File: src/rtl/uart_tx_arbiter.sv
// uart_tx_arbiter: round-robin, packet-locking arbiter sharing one UART TX byte path among NREQ requesters
module uart_tx_arbiter #(
  parameter int NREQ = 2,
  parameter int MAX_BURST = 64,
  parameter int STALL_TIMEOUT = 255,
  localparam int GW = NREQ > 1 ? $clog2(NREQ) : 1,
  localparam int BW = MAX_BURST > 0 ? $clog2(MAX_BURST + 1) : 1,
  localparam int SW = STALL_TIMEOUT > 0 ? $clog2(STALL_TIMEOUT + 1) : 1
) (
  input  logic              g_clk,
  input  logic              g_reset,
  output logic              g_clk_req,
  input  logic [NREQ-1:0]   req_valid,
  input  logic [8*NREQ-1:0] req_data,
  input  logic [NREQ-1:0]   req_last,
  output logic [NREQ-1:0]   req_ready,
  output logic              tx_valid,
  output logic [7:0]        tx_data,
  input  logic              tx_ready,
  output logic [GW-1:0]     grant_id,
  output logic              busy
);
  typedef enum logic {IDLE, LOCKED} state_t;
  state_t r_state;
  logic [GW-1:0] r_grant;
  logic [GW-1:0] r_rr_ptr;
  logic [BW-1:0] r_burst;
  logic [SW-1:0] r_stall;
  logic w_own_valid;
  logic w_hs;
  logic w_burst_end;
  logic w_stall_end;
  logic w_release;
  logic [GW-1:0] w_winner;
  assign busy = r_state == LOCKED;
  assign grant_id = r_grant;
  assign g_clk_req = |req_valid | busy;
  assign w_own_valid = req_valid[r_grant];
  assign tx_valid = busy & w_own_valid;
  assign tx_data = busy ? req_data[8*r_grant +: 8] : 8'h00;
  assign req_ready = busy ? ({{(NREQ-1){1'b0}}, tx_ready} << r_grant) : '0;
  assign w_hs = tx_valid & tx_ready;
  assign w_burst_end = MAX_BURST != 0 && 32'(r_burst) + 1 == MAX_BURST;
  assign w_stall_end = STALL_TIMEOUT != 0 && !w_own_valid && 32'(r_stall) == STALL_TIMEOUT - 1;
  assign w_release = busy & ((w_hs & (req_last[r_grant] | w_burst_end)) | w_stall_end);
  // scan downward so the requester closest after rr_ptr overrides the rest
  always_comb begin
    w_winner = '0;
    for (int k = NREQ; k >= 1; k--)
      if (req_valid[(32'(r_rr_ptr) + k) % NREQ]) w_winner = GW'((32'(r_rr_ptr) + k) % NREQ);
  end
  always_ff @(posedge g_clk or posedge g_reset) begin
    if (g_reset) begin
      r_state <= IDLE;
      r_rr_ptr <= GW'(NREQ - 1);
      r_grant <= '0;
      r_burst <= '0;
      r_stall <= '0;
    end else if (!busy) begin
      if (|req_valid) begin
        r_state <= LOCKED;
        r_grant <= w_winner;
        r_burst <= '0;
        r_stall <= '0;
      end
    end else begin
      r_burst <= r_burst + BW'(w_hs);
      r_stall <= w_own_valid ? '0 : r_stall + SW'(1);
      if (w_release) begin
        r_state <= IDLE;
        r_rr_ptr <= r_grant;
      end
    end
  end
endmodule

File: config.mk
export PLATFORM = sky130hd
export DESIGN_NAME = uart_tx_arbiter
export DESIGN_NICKNAME = d
export VERILOG_FILES = /design/src/rtl/uart_tx_arbiter.sv
export SDC_FILE = /design/constraint.sdc
export NUM_CORES = 1
export LEC_CHECK = 0
export CORE_MARGIN = 1
export CORE_UTILIZATION = 48
export DETAILED_ROUTE_END_ITERATION = 12
export PLACE_DENSITY = 0.92
export SKIP_CTS_REPAIR_TIMING = 1
export SKIP_LAST_GASP = 1
export SYNTH_ARGS = -nofsm -noshare
export SYNTH_HDL_FRONTEND = slang
export SYNTH_SLANG_ARGS = --single-unit
File: constraint.sdc
create_clock -name g_clk -period 3 [get_ports g_clk]
set_clock_uncertainty 0.15 [all_clocks]
set_input_delay 0.6 -clock g_clk [delete_from_list [all_inputs] [get_ports g_clk]]
set_output_delay 0.6 -clock g_clk [all_outputs]
set_load 0.1 [all_outputs]
# == After elaboration in Yosys (flattened, before gate mapping) ==
# Index checks and enable logic that the tools add are counted.
# word_totals
register_bits,18
latchBits,0
ramBits,0
rom_bits,0
mem_count,0
# classes
add_sub_neg,5
mul,0
div,0
n_lt_le_gt_ge,3
n_eq_ne,2
shifts,2
mux,20
bitwise,8
reduce_logical,6
# op_table
op,n
two-way mux 8 bit,4
variable part select 16 x 5 -> 8 bit,1
two-way mux 7 bit,2
two-way mux 1 bit,13
adder 7 x 1 -> 8 bit (second input constant),1
adder 8 x 1 -> 8 bit (second input constant),1
equality test 8 x 7 -> 1 bit (second input constant),1
equality test 8 bit (second input constant),1
adder 7 x 1 -> 7 bit,1
less-than comparator 1 x 2 -> 1 bit (second input constant),3
bitwise AND 1 bit,4
AND reduction 2 bit,2
bitwise OR 1 bit,3
adder 1 bit (second input constant),2
two-way mux 2 bit,1
nonzero test 2 bit,1
OR reduction 2 bit,1
left shift 1 x 1 -> 2 bit,1
logical AND 1 bit,1
logical NOT 1 bit,1
inverter 1 bit,1

# == Logic depth before layout (Yosys ltp) ==
# Gate-level depths: netlist of the first run.
# depth
ltp_word,9
ltp_mapped,8

# == Least setup slack after synthesis of the first run ==
# OpenSTA, ideal clock, no wires.
# synth_timing
path_type,register -> output
from,"register r_state, in the netlist busy"
to,output tx_data[0]
t_arrival_ps,2713
required_ps,2250
slack_ps,-463
path_stages_with_launch,4
path_buffers,1
path_cell_list,dfrtp_1 -> inv_1 -> clkbuf_1 -> nor2_1
# synth_between
elab_chain_cells,1
# synth_lines
element,line,text
"start, declared",24,state_t r_state;
"start signal, assigned",54,r_state <= IDLE;
"start signal, assigned",61,r_state <= LOCKED;
"start signal, assigned",70,r_state <= IDLE;
two-way mux 8 bit,40,assign tx_data = busy ? req_data[8*r_grant +: 8] : 8'h00;
"end, declared",18,"output logic [7:0] tx_data,"
# Every way passes these cells.

# == Worst setup path in the final report of the first run ==
# layout_timing
from,"register r_grant, in the netlist grant_id"
to,output tx_valid
# layout_between
elab_chain_cells,3
# layout_lines
element,line,text
"start, declared",25,logic [GW-1:0] r_grant;
"start signal, assigned",62,r_grant <= w_winner;
two-way mux 1 bit (not written as such) (2 in series),38,assign w_own_valid = req_valid[r_grant];
bitwise AND 1 bit,39,assign tx_valid = busy & w_own_valid;
"end, declared",17,"output logic tx_valid,"
# Every way passes these cells. The select of a mux whose other input is x is not followed.

==> out/qor.txt, run 1 <==
YOSYS
----------------------------------------------------------------------------------
Count of state elements after synthesis .............................           18
Most common cell in the netlist ..................................... sky130_fd_sc_hd__dfrtp_1
Prevailing post-synth register cell ................................. sky130_fd_sc_hd__dfrtp_1
Leading cell types by count after synthesis ......................... 17 x sky130_fd_sc_hd__dfrtp_1, 12 x sky130_fd_sc_hd__nand2_1, 12 x sky130_fd_sc_hd__nor2_1, 10 x sky130_fd_sc_hd__mux2i_1, 9 x sky130_fd_sc_hd__o21ai_0
Count of different cell masters after synthesis .....................           32
FFs w/ async S/R, synth .............................................       100.0%
Area share of the largest cell type after synthesis .................       38.81%
Total number of yosys warnings ......................................            0
Post-Syn Area per Cell ..............................................  9.531 sq um
Yosys top cell by area .............................................. sky130_fd_sc_hd__dfrtp_1
Nets in the synthesized netlist .....................................          142
Cells taking the most area after synthesis .......................... sky130_fd_sc_hd__dfrtp_1 39%, sky130_fd_sc_hd__mux2i_1 9.1%, sky130_fd_sc_hd__ha_1 4.6%
Number of cells produced by synthesis ...............................          115
EDFF count, synth ...................................................            0
Register area share after synthesis .................................       41.21%
Syn Std Cell Area ...................................................   1096 sq um

FLOORPLAN
----------------------------------------------------------------------------------
Die footprint .......................................................   2479 sq um
Initial cell density of the core ....................................       53.16%
Placeable core region ...............................................   2062 sq um
Standard-cell row count .............................................           16
Vertical die dimension .............................................. 49.79 microns
Die span in x ....................................................... 49.79 microns
Number of ports placed on the die boundary ..........................           37

CTS
----------------------------------------------------------------------------------
Root Buffer Master .................................................. sky130_fd_sc_hd__clkbuf_4
Maximum buffer depth of the clock tree ..............................            2
TritonCTS clock tree ................................................        built
Clock latency on the worst-skew pair ................................       290 ps
Clock slew seen by the registers of the worst setup and hold paths ..       110 ps
Num Clock Sinks .....................................................           18
Level count of the clock H-tree .....................................            1
CTS buffer count ....................................................            3

TIMING
----------------------------------------------------------------------------------
Max Clock Freq ......................................................   0.3886 GHz
Slew headroom .......................................................       52.05%
Number of slew-limit violations in the final report .................            0
Unrepaired setup endpoints after global routing .....................        false
Final-report hold violation count ...................................            0
Setup TNS ...........................................................         0 ps
Final Cycle Share ...................................................       85.78%
Final setup violating endpoints .....................................            0
Measured slew at the worst slew-check pin ...........................     719.2 ps
Hold Worst Slack ....................................................     349.4 ps
Post-layout minimum cycle time ......................................      2573 ps

SETUP PATH
----------------------------------------------------------------------------------
WP data required ....................................................      2250 ps
Crit end category ...................................................  output port
R2r worst-path depth ................................................            7
Worst endpoint data arrival time ....................................      1820 ps
Startpoint kind of the worst setup timing path ......................         flop
Category of the critical setup timing path ..........................   reg -> out
Crit Path Max Fanout ................................................           16
Register-to-register setup slack ....................................       580 ps

FINISH
----------------------------------------------------------------------------------
Area added between synthesis and finish .............................       50.00%
Post-layout nets ....................................................          180
Final instance area .................................................   1644 sq um
Number of diodes ....................................................            0
Share of final-layout standard cells stronger than drive strength 1 .       22.37%

ROUTING
----------------------------------------------------------------------------------
First DRT Iteration DRCs ............................................           37
Vias after detailed routing .........................................         1077
Mean number of vias per cell ........................................        6.017
Remaining DRCs ......................................................            0
Count of nets left with antenna violations after detail routing .....            0
Total iterations of the first detailed-routing run ..................            4
Routed Wire Length .................................................. 2781 microns
Routed length per instance .......................................... 15.54 microns

GLOBAL ROUTE
----------------------------------------------------------------------------------
Total congestion overflow after global routing ......................            0
Gr usage total ......................................................       25.67%
Wire length of the first global-routing pass ........................ 4774 microns
Maximum number of pins on one net before global-route repair ........           19
Antenna violations before repair ....................................            0
Via count of the first global-routing pass ..........................         1101

POWER
----------------------------------------------------------------------------------
Power consumption ...................................................     1.609 mW
Cell area power density ............................................. 978.9 nW/um^2
Leakage .............................................................    0.7151 nW
Highest ir drop seen on vdd .........................................   0.001114 V

STATUS
----------------------------------------------------------------------------------
Run status .......................................................... complete, no violations

PLACED DESIGN
----------------------------------------------------------------------------------
Final Wtd Congestion ................................................       0.8286
Detail Placement HPWL ............................................... 2220 microns
Quantity of I/O buffers inserted on ports ...........................           36
Placed cell areas ...................................................   1608 sq um

JOB
----------------------------------------------------------------------------------
Max Cap Viol ........................................................            0

WORST HOLD PATH
----------------------------------------------------------------------------------
Worst min-delay path class ..........................................   reg -> reg
Worst hold path stage count .........................................            1

==> power by group <==
| part | internal, mW | leakage [nW] | switching, mW |
|---|---|---|---|
| Sequential | 0.296 | 0.236 | 0.109 |
| Clock | 0.0739 | 0.0210 | 0.0750 |
| Combinational | 0.375 | 0.458 | 0.681 |
| Total | 0.745 | 0.715 | 0.864 |
==> critical path, stage by stage, from the launching register on <==
cell and delay [ps]:
sky130_fd_sc_hd__dfrtp_1 820, sky130_fd_sc_hd__mux2i_1 410, sky130_fd_sc_hd__nor2_2 90, sky130_fd_sc_hd__buf_12 200
==> sequential cells by signal (all words and copies together), names as in the netlist <==
| register | count |
|---|---|
| r_rr_ptr | 1 |
| grant_id | 1 |
| r_stall | 8 |
| r_burst | 7 |
| busy | 1 |
==> final cells by class <==
class	instances	area (sq um)
fillers	129	417.9
multi-input cells	88	620.6
inverters	5	18.77
repair buffers	37	483.0
clock buffers	4	36.28
flip-flops and latches	18	451.7
well taps	27	33.78
==> layout by cell type (no fill, tap or decap), types with 5 or more instances in the layout <==
master	n
sky130_fd_sc_hd__dfrtp_1	17
sky130_fd_sc_hd__inv_1	5
sky130_fd_sc_hd__nand3_1	8
sky130_fd_sc_hd__clkdlybuf4s50_1	22
sky130_fd_sc_hd__buf_12	12
sky130_fd_sc_hd__mux2i_1	10
sky130_fd_sc_hd__nand2_1	12
sky130_fd_sc_hd__nor2_2	10
sky130_fd_sc_hd__o21ai_0	9
==> per-stage QoR <==
stage                     utilization, %  std cells  setup slack, ps
final                              79.73        179            426.7
after global routing               79.73        179            327.1
after floorplan                        -        115           -104.9
after CTS                          79.73        179            414.9
after detailed placement           77.97        175            340.4
after global placement             77.97        175            472.6
==> path summary, 6_finish.rpt <==
| check | from | end |
|---|---|---|
| setup / recovery | grant_id$_DFFE_PP0P_ | tx_valid |
| hold / removal | r_stall[7]$_DFFE_PP0P_ | r_stall[7]$_DFFE_PP0P_ |
| setup reg to reg | grant_id$_DFFE_PP0P_ | r_burst[2]$_DFFE_PP0P_ |
| hold reg to reg | r_stall[7]$_DFFE_PP0P_ | r_stall[7]$_DFFE_PP0P_ |
| max in group asynchronous | g_reset | r_stall[4]$_DFFE_PP0P_ |
| min in group asynchronous | g_reset | r_stall[1]$_DFFE_PP0P_ |
==> metal layers <==
| layer | vias to the layer above | routed length [microns] | track usage [%] |
|---|---|---|---|
| met2 | 49 | 1494 | 47.07 |
| met4 | 0 | 40 | 10.00 |
| met3 | 4 | 217 | 8.025 |
| met1 | 524 | 1029 | 26.82 |
| met5 | - | 0 | 0 |
| li1 | 500 | - | - |
==> logic make-up after synthesis <==
| kind of cell | count (synthesis) | synth area share, % |
|---|---|---|
| multiplexers | 12 | 11.53 |
| XOR/XNOR | 2 | 1.598 |
| AND/OR/NAND/NOR | 43 | 20.09 |
| AO/OA/AOI/OAI | 27 | 16.55 |
| adder cells (fa/ha/maj) | 4 | 4.566 |
| flip-flops | 18 | 41.21 |
| buffers and inverters | 9 | 4.452 |
Power figures use the tool's default switching activity.
==> inputs of run 2 (changes only) <==
Settings changed: GPL_TIMING_DRIVEN set to 0.
==> out/qor.txt, run 2 (same netlist as run 1, synthesis figures left out) <==
ROUTING
----------------------------------------------------------------------------------
Vias after detailed routing .........................................         1041
Count of nets left with antenna violations after detail routing .....            0
Remaining DRCs ......................................................            0
Routed Wire Length .................................................. 2690 microns
Routed length per instance .......................................... 14.78 microns
Total iterations of the first detailed-routing run ..................            4
First DRT Iteration DRCs ............................................           15
Mean number of vias per cell ........................................        5.720

GLOBAL ROUTE
----------------------------------------------------------------------------------
Total congestion overflow after global routing ......................            0
Gr usage total ......................................................       23.73%
Antenna violations before repair ....................................            0
Maximum number of pins on one net before global-route repair ........           19
Wire length of the first global-routing pass ........................ 4450 microns
Via count of the first global-routing pass ..........................         1053

FINISH
----------------------------------------------------------------------------------
Post-layout nets ....................................................          183
Final instance area .................................................   1574 sq um
Most common cell after layout, fill and taps aside .................. sky130_fd_sc_hd__clkdlybuf4s50_1
Top Registers ....................................................... r_stall x8, r_burst x7
Layout Cells excl Fill ..............................................          182
Area added between synthesis and finish .............................       43.61%
Top library cells by usage in the layout, fill and taps aside ....... 24 x sky130_fd_sc_hd__clkdlybuf4s50_1, 17 x sky130_fd_sc_hd__dfrtp_1, 12 x sky130_fd_sc_hd__nand2_1
Top register by number of flip-flops ................................      r_stall
Share of final-layout standard cells stronger than drive strength 1 .       14.19%
Number of diodes ....................................................            0
Flip-flop count of the largest register, all copies and words added .            8

TIMING
----------------------------------------------------------------------------------
Hold Worst Slack ....................................................     352.0 ps
Measured slew at the worst slew-check pin ...........................     982.9 ps
Max Clock Freq ......................................................   0.3266 GHz
Unrepaired setup endpoints after global routing .....................         true
Slew headroom .......................................................       34.37%
Slack of the critical path ..........................................    -61.73 ps
Number of slew-limit violations in the final report .................            0
Final Cycle Share ...................................................       102.1%
Post-layout minimum cycle time ......................................      3062 ps
Final setup violating endpoints .....................................            1
Final-report hold violation count ...................................            0

POWER
----------------------------------------------------------------------------------
Highest ir drop seen on vdd .........................................   0.001083 V
Cell area power density ............................................. 946.7 nW/um^2
Leakage .............................................................    0.7720 nW
Power consumption ...................................................     1.490 mW

FLOORPLAN
----------------------------------------------------------------------------------
Initial cell density of the core ....................................       53.16%
Vertical die dimension .............................................. 49.79 microns
Die span in x ....................................................... 49.79 microns
Die footprint .......................................................   2479 sq um
Standard-cell row count .............................................           16
Number of ports placed on the die boundary ..........................           37
Placeable core region ...............................................   2062 sq um

PLACED DESIGN
----------------------------------------------------------------------------------
Placed cell areas ...................................................   1515 sq um
Worst-case setup slack after placement ..............................    -506.2 ps
Final Wtd Congestion ................................................       0.7954
Quantity of I/O buffers inserted on ports ...........................           36
Number of instances in the placed design ............................          178
Detail Placement HPWL ............................................... 2023 microns

WORST HOLD PATH
----------------------------------------------------------------------------------
Hold path endpoint .................................................. r_burst[6]$_DFFE_PP0P_
Worst min-delay path class ..........................................   reg -> reg
Worst hold path stage count .........................................            1
Worst Min Path Start ................................................ r_burst[6]$_DFFE_PP0P_

SETUP PATH
----------------------------------------------------------------------------------
Chain of cells forming the critical path ............................ clkdlybuf4s50_1 > nor3_2 > inv_1 > dlymetal6s2s_1
Longest individual stage delay on the worst path ....................       530 ps
Crit end category ...................................................  output port
Worst path buffer plus inverter count ...............................            3
Register-to-register setup slack ....................................       860 ps
Worst endpoint data arrival time ....................................      2310 ps
Kind of cell adding the most delay to the critical path ............. buffers and inverters
Crit Path Max Fanout ................................................            7
Category of the critical setup timing path ..........................    in -> out
Startpoint of the worst-slack reg-to-reg timing path ................ busy$_DFF_PP0_
Worst Setup SP ...................................................... req_valid[0]
FF-to-FF End ........................................................ r_burst[2]$_DFFE_PP0P_
Startpoint kind of the worst setup timing path ......................    input pin
R2r worst-path depth ................................................            8
Max stage delay cell, worst path .................................... sky130_fd_sc_hd__dlymetal6s2s_1
WP data required ....................................................      2250 ps

CTS
----------------------------------------------------------------------------------
CTS buffer count ....................................................            3
Level count of the clock H-tree .....................................            1
TritonCTS clock tree ................................................        built
Num Clock Sinks .....................................................           18
Clock latency on the worst-skew pair ................................       300 ps
Root Buffer Master .................................................. sky130_fd_sc_hd__clkbuf_4
Maximum buffer depth of the clock tree ..............................            2
Clock slew seen by the registers of the worst setup and hold paths ..       110 ps

STATUS
----------------------------------------------------------------------------------
Violated checks ..................................................... setup timing
Run status .......................................................... complete, but fails checks

JOB
----------------------------------------------------------------------------------
Max Cap Viol ........................................................            0

run 2: changes by cell type in the layout (fill, tap and decap cells not counted), sizes merged:
cell,previous run,this run
dlymetal6s2s,0,11
buf,15,2
clkdlybuf4s50,22,24
clkbuf,4,7
run 2: per-layer routing:
metal	part of all wire, %	up-vias	track usage (%)
li1	-	502	-
met1	40	495	26.26
met2	53	41	43.47
met3	6.2	3	5.556
met4	0.63	0	8.571
met5	0	-	0
run 2: how the worst max path moves through the flow:
stage | endpoint | slack, ps | cells past startpoint
after detailed placement | g_clk_req | -510 | 4
final | g_clk_req | -60 | 4
after floorplan | tx_data[0] | -100 | 3
after global placement | g_clk_req | -520 | 4
after global routing | g_clk_req | -140 | 4
after CTS | g_clk_req | -510 | 4
run 2: final cells by class:
cell class,instances,area (sq um)
Timing Repair Buffer,36,382.9
Tap cell,27,33.78
Clock buffer,4,36.28
Multi-Input combinational cell,88,620.6
Buffer,4,30.03
Fill cell,132,488.0
Sequential cell,18,451.7
Inverter,5,18.77
run 2: stage by stage:
step                      TNS, ps  utilization, %
after floorplan            -943.7               -
after global placement      -1942           73.48
after detailed placement    -2115           73.48
after CTS                   -2909           75.24
after global routing       -140.1           76.34
final                      -61.73           76.34
run 2: report_power, final:
part / switching (mW) / internal [mW] / total, mW / leakage (nW)
clock network: 0.0818 / 0.0741 / 0.156 / 0.0210
logic: 0.695 / 0.279 / 0.974 / 0.515
registers: 0.0632 / 0.297 / 0.360 / 0.236
total: 0.840 / 0.650 / 1.49 / 0.772
==> inputs of run 3 (changes only) <==
Settings changed: CORE_MARGIN 1 to 2, CTS_CLUSTER_DIAMETER set to 30.
==> out/qor.txt, run 3 (same netlist as run 1, synthesis figures left out) <==
ROUTING
----------------------------------------------------------------------------------
Remaining DRCs ......................................................            0
Total iterations of the first detailed-routing run ..................            4
Count of nets left with antenna violations after detail routing .....            0
Routed length per instance .......................................... 14.53 microns
Vias after detailed routing .........................................         1036
Mean number of vias per cell ........................................        5.661
Routed Wire Length .................................................. 2659 microns
First DRT Iteration DRCs ............................................           22

FLOORPLAN
----------------------------------------------------------------------------------
Die footprint .......................................................   2682 sq um
Vertical die dimension .............................................. 51.79 microns
Standard-cell row count .............................................           17
Initial cell density of the core ....................................       50.03%
Die span in x ....................................................... 51.79 microns
Placeable core region ...............................................   2191 sq um
Number of ports placed on the die boundary ..........................           37

CTS
----------------------------------------------------------------------------------
TritonCTS clock tree ................................................        built
Level count of the clock H-tree .....................................            1
Clock slew seen by the registers of the worst setup and hold paths ..       100 ps
Num Clock Sinks .....................................................           18
CTS buffer count ....................................................            3
Maximum buffer depth of the clock tree ..............................            2
Root Buffer Master .................................................. sky130_fd_sc_hd__clkbuf_4
Clock latency on the worst-skew pair ................................       320 ps

PLACED DESIGN
----------------------------------------------------------------------------------
Final Wtd Congestion ................................................       0.7656
Detail Placement HPWL ............................................... 2043 microns
Quantity of I/O buffers inserted on ports ...........................           36

TIMING
----------------------------------------------------------------------------------
Final setup violating endpoints .....................................            1
Setup TNS ...........................................................    -51.36 ps
Slack of the critical path ..........................................    -51.36 ps
Post-layout minimum cycle time ......................................      3051 ps
Max Clock Freq ......................................................   0.3277 GHz
Number of slew-limit violations in the final report .................            0
Final-report hold violation count ...................................            0
Measured slew at the worst slew-check pin ...........................     981.5 ps
Final Cycle Share ...................................................       101.7%
Slew headroom .......................................................       34.46%
Unrepaired setup endpoints after global routing .....................         true

GLOBAL ROUTE
----------------------------------------------------------------------------------
Total congestion overflow after global routing ......................            0
Antenna violations before repair ....................................            0
Maximum number of pins on one net before global-route repair ........           19
Wire length of the first global-routing pass ........................ 4767 microns
Via count of the first global-routing pass ..........................         1083
Gr usage total ......................................................       24.32%

FINISH
----------------------------------------------------------------------------------
Flip-flop count of the largest register, all copies and words added .            8
Most common cell after layout, fill and taps aside .................. sky130_fd_sc_hd__clkdlybuf4s50_1
Final core occ ......................................................       71.56%
Area added between synthesis and finish .............................       43.04%
Top register by number of flip-flops ................................      r_stall
Share of final-layout standard cells stronger than drive strength 1 .       14.84%
Number of diodes ....................................................            0
Post-layout nets ....................................................          183
Top Registers ....................................................... r_stall x8, r_burst x7
Top library cells by usage in the layout, fill and taps aside ....... 24 x sky130_fd_sc_hd__clkdlybuf4s50_1, 17 x sky130_fd_sc_hd__dfrtp_1, 12 x sky130_fd_sc_hd__nand2_1

SETUP PATH
----------------------------------------------------------------------------------
Crit Path Max Fanout ................................................            7
WP data required ....................................................      2250 ps
Crit end category ...................................................  output port
Category of the critical setup timing path ..........................    in -> out
Startpoint kind of the worst setup timing path ......................    input pin
Worst endpoint data arrival time ....................................      2300 ps

STATUS
----------------------------------------------------------------------------------
Violated checks ..................................................... setup timing
Run status .......................................................... complete, but fails checks

WORST HOLD PATH
----------------------------------------------------------------------------------
Worst min-delay path class ..........................................   reg -> reg

POWER
----------------------------------------------------------------------------------
Leakage .............................................................    0.7586 nW
Highest ir drop seen on vdd .........................................  0.0009530 V
Cell area power density ............................................. 952.7 nW/um^2
Power consumption ...................................................     1.494 mW

JOB
----------------------------------------------------------------------------------
Max Cap Viol ........................................................            0

run 3: changes by cell type in the layout (fill, tap and decap cells not counted):
cell | previous run | this run
sky130_fd_sc_hd__dlymetal6s2s_1 | 11 | 10
sky130_fd_sc_hd__clkbuf_2 | 1 | 2
run 3: layout make-up:
cell class / instances / area [sq um]
multi-input cells: 88 / 620.6
clock buffers: 4 / 36.28
flip-flops and latches: 18 / 451.7
inverters: 5 / 18.77
well taps: 28 / 35.03
repair buffers: 36 / 375.4
plain buffers: 4 / 30.03
fillers: 153 / 623.1
run 3: worst paths after layout:
| check | cells after the start | end | slack, ps | from |
|---|---|---|---|---|
| worst max register to register | 8 | r_burst[2]$_DFFE_PP0P_ | 860 | busy$_DFF_PP0_ |
| worst max-delay path | 4 | g_clk_req | -50 | req_valid[0] |
| worst min register to register | 1 | r_burst[6]$_DFFE_PP0P_ | 350 | r_burst[6]$_DFFE_PP0P_ |
| min in group asynchronous | 2 | r_stall[5]$_DFFE_PP0P_ | 530 | g_reset |
| worst min-delay path | 1 | r_burst[6]$_DFFE_PP0P_ | 350 | r_burst[6]$_DFFE_PP0P_ |
| max in group asynchronous | 2 | r_burst[0]$_DFFE_PP0P_ | 1730 | g_reset |
run 3: report_power, final:
group          switching [mW]  internal [mW]  leakage [nW]
logic                   0.698          0.276         0.502
registers              0.0628          0.297         0.236
clock network          0.0861         0.0743        0.0210
total                   0.847          0.647         0.759
run 3: critical path: stages:
cell and delay, ps:
sky130_fd_sc_hd__clkdlybuf4s50_1 510, sky130_fd_sc_hd__nor3_2 460, sky130_fd_sc_hd__inv_1 210, sky130_fd_sc_hd__dlymetal6s2s_1 530
run 3: per-stage QoR:
step,worst slack [ps],hold slack (ps),cell area [sq um],std cells
2_1_floorplan,-104.9,300.1,1121,115
3_3_place_gp,-521.7,323.3,1516,179
3_5_place_dp,-517.4,333.6,1516,179
4_1_cts,-517.7,353.0,1553,183
5_1_grt,-181.0,380.0,1568,183
6_report,-51.36,352.2,1568,183
run 3: per-layer routing:
metal / vias to the layer above / routed length [microns] / GRT usage, %
met3: 7 / 173 / 5.747
met1: 479 / 1141 / 29.70
li1: 506 / - / -
met2: 44 / 1280 / 40.17
met5: - / 0 / 0
met4: 0 / 64 / 11.84
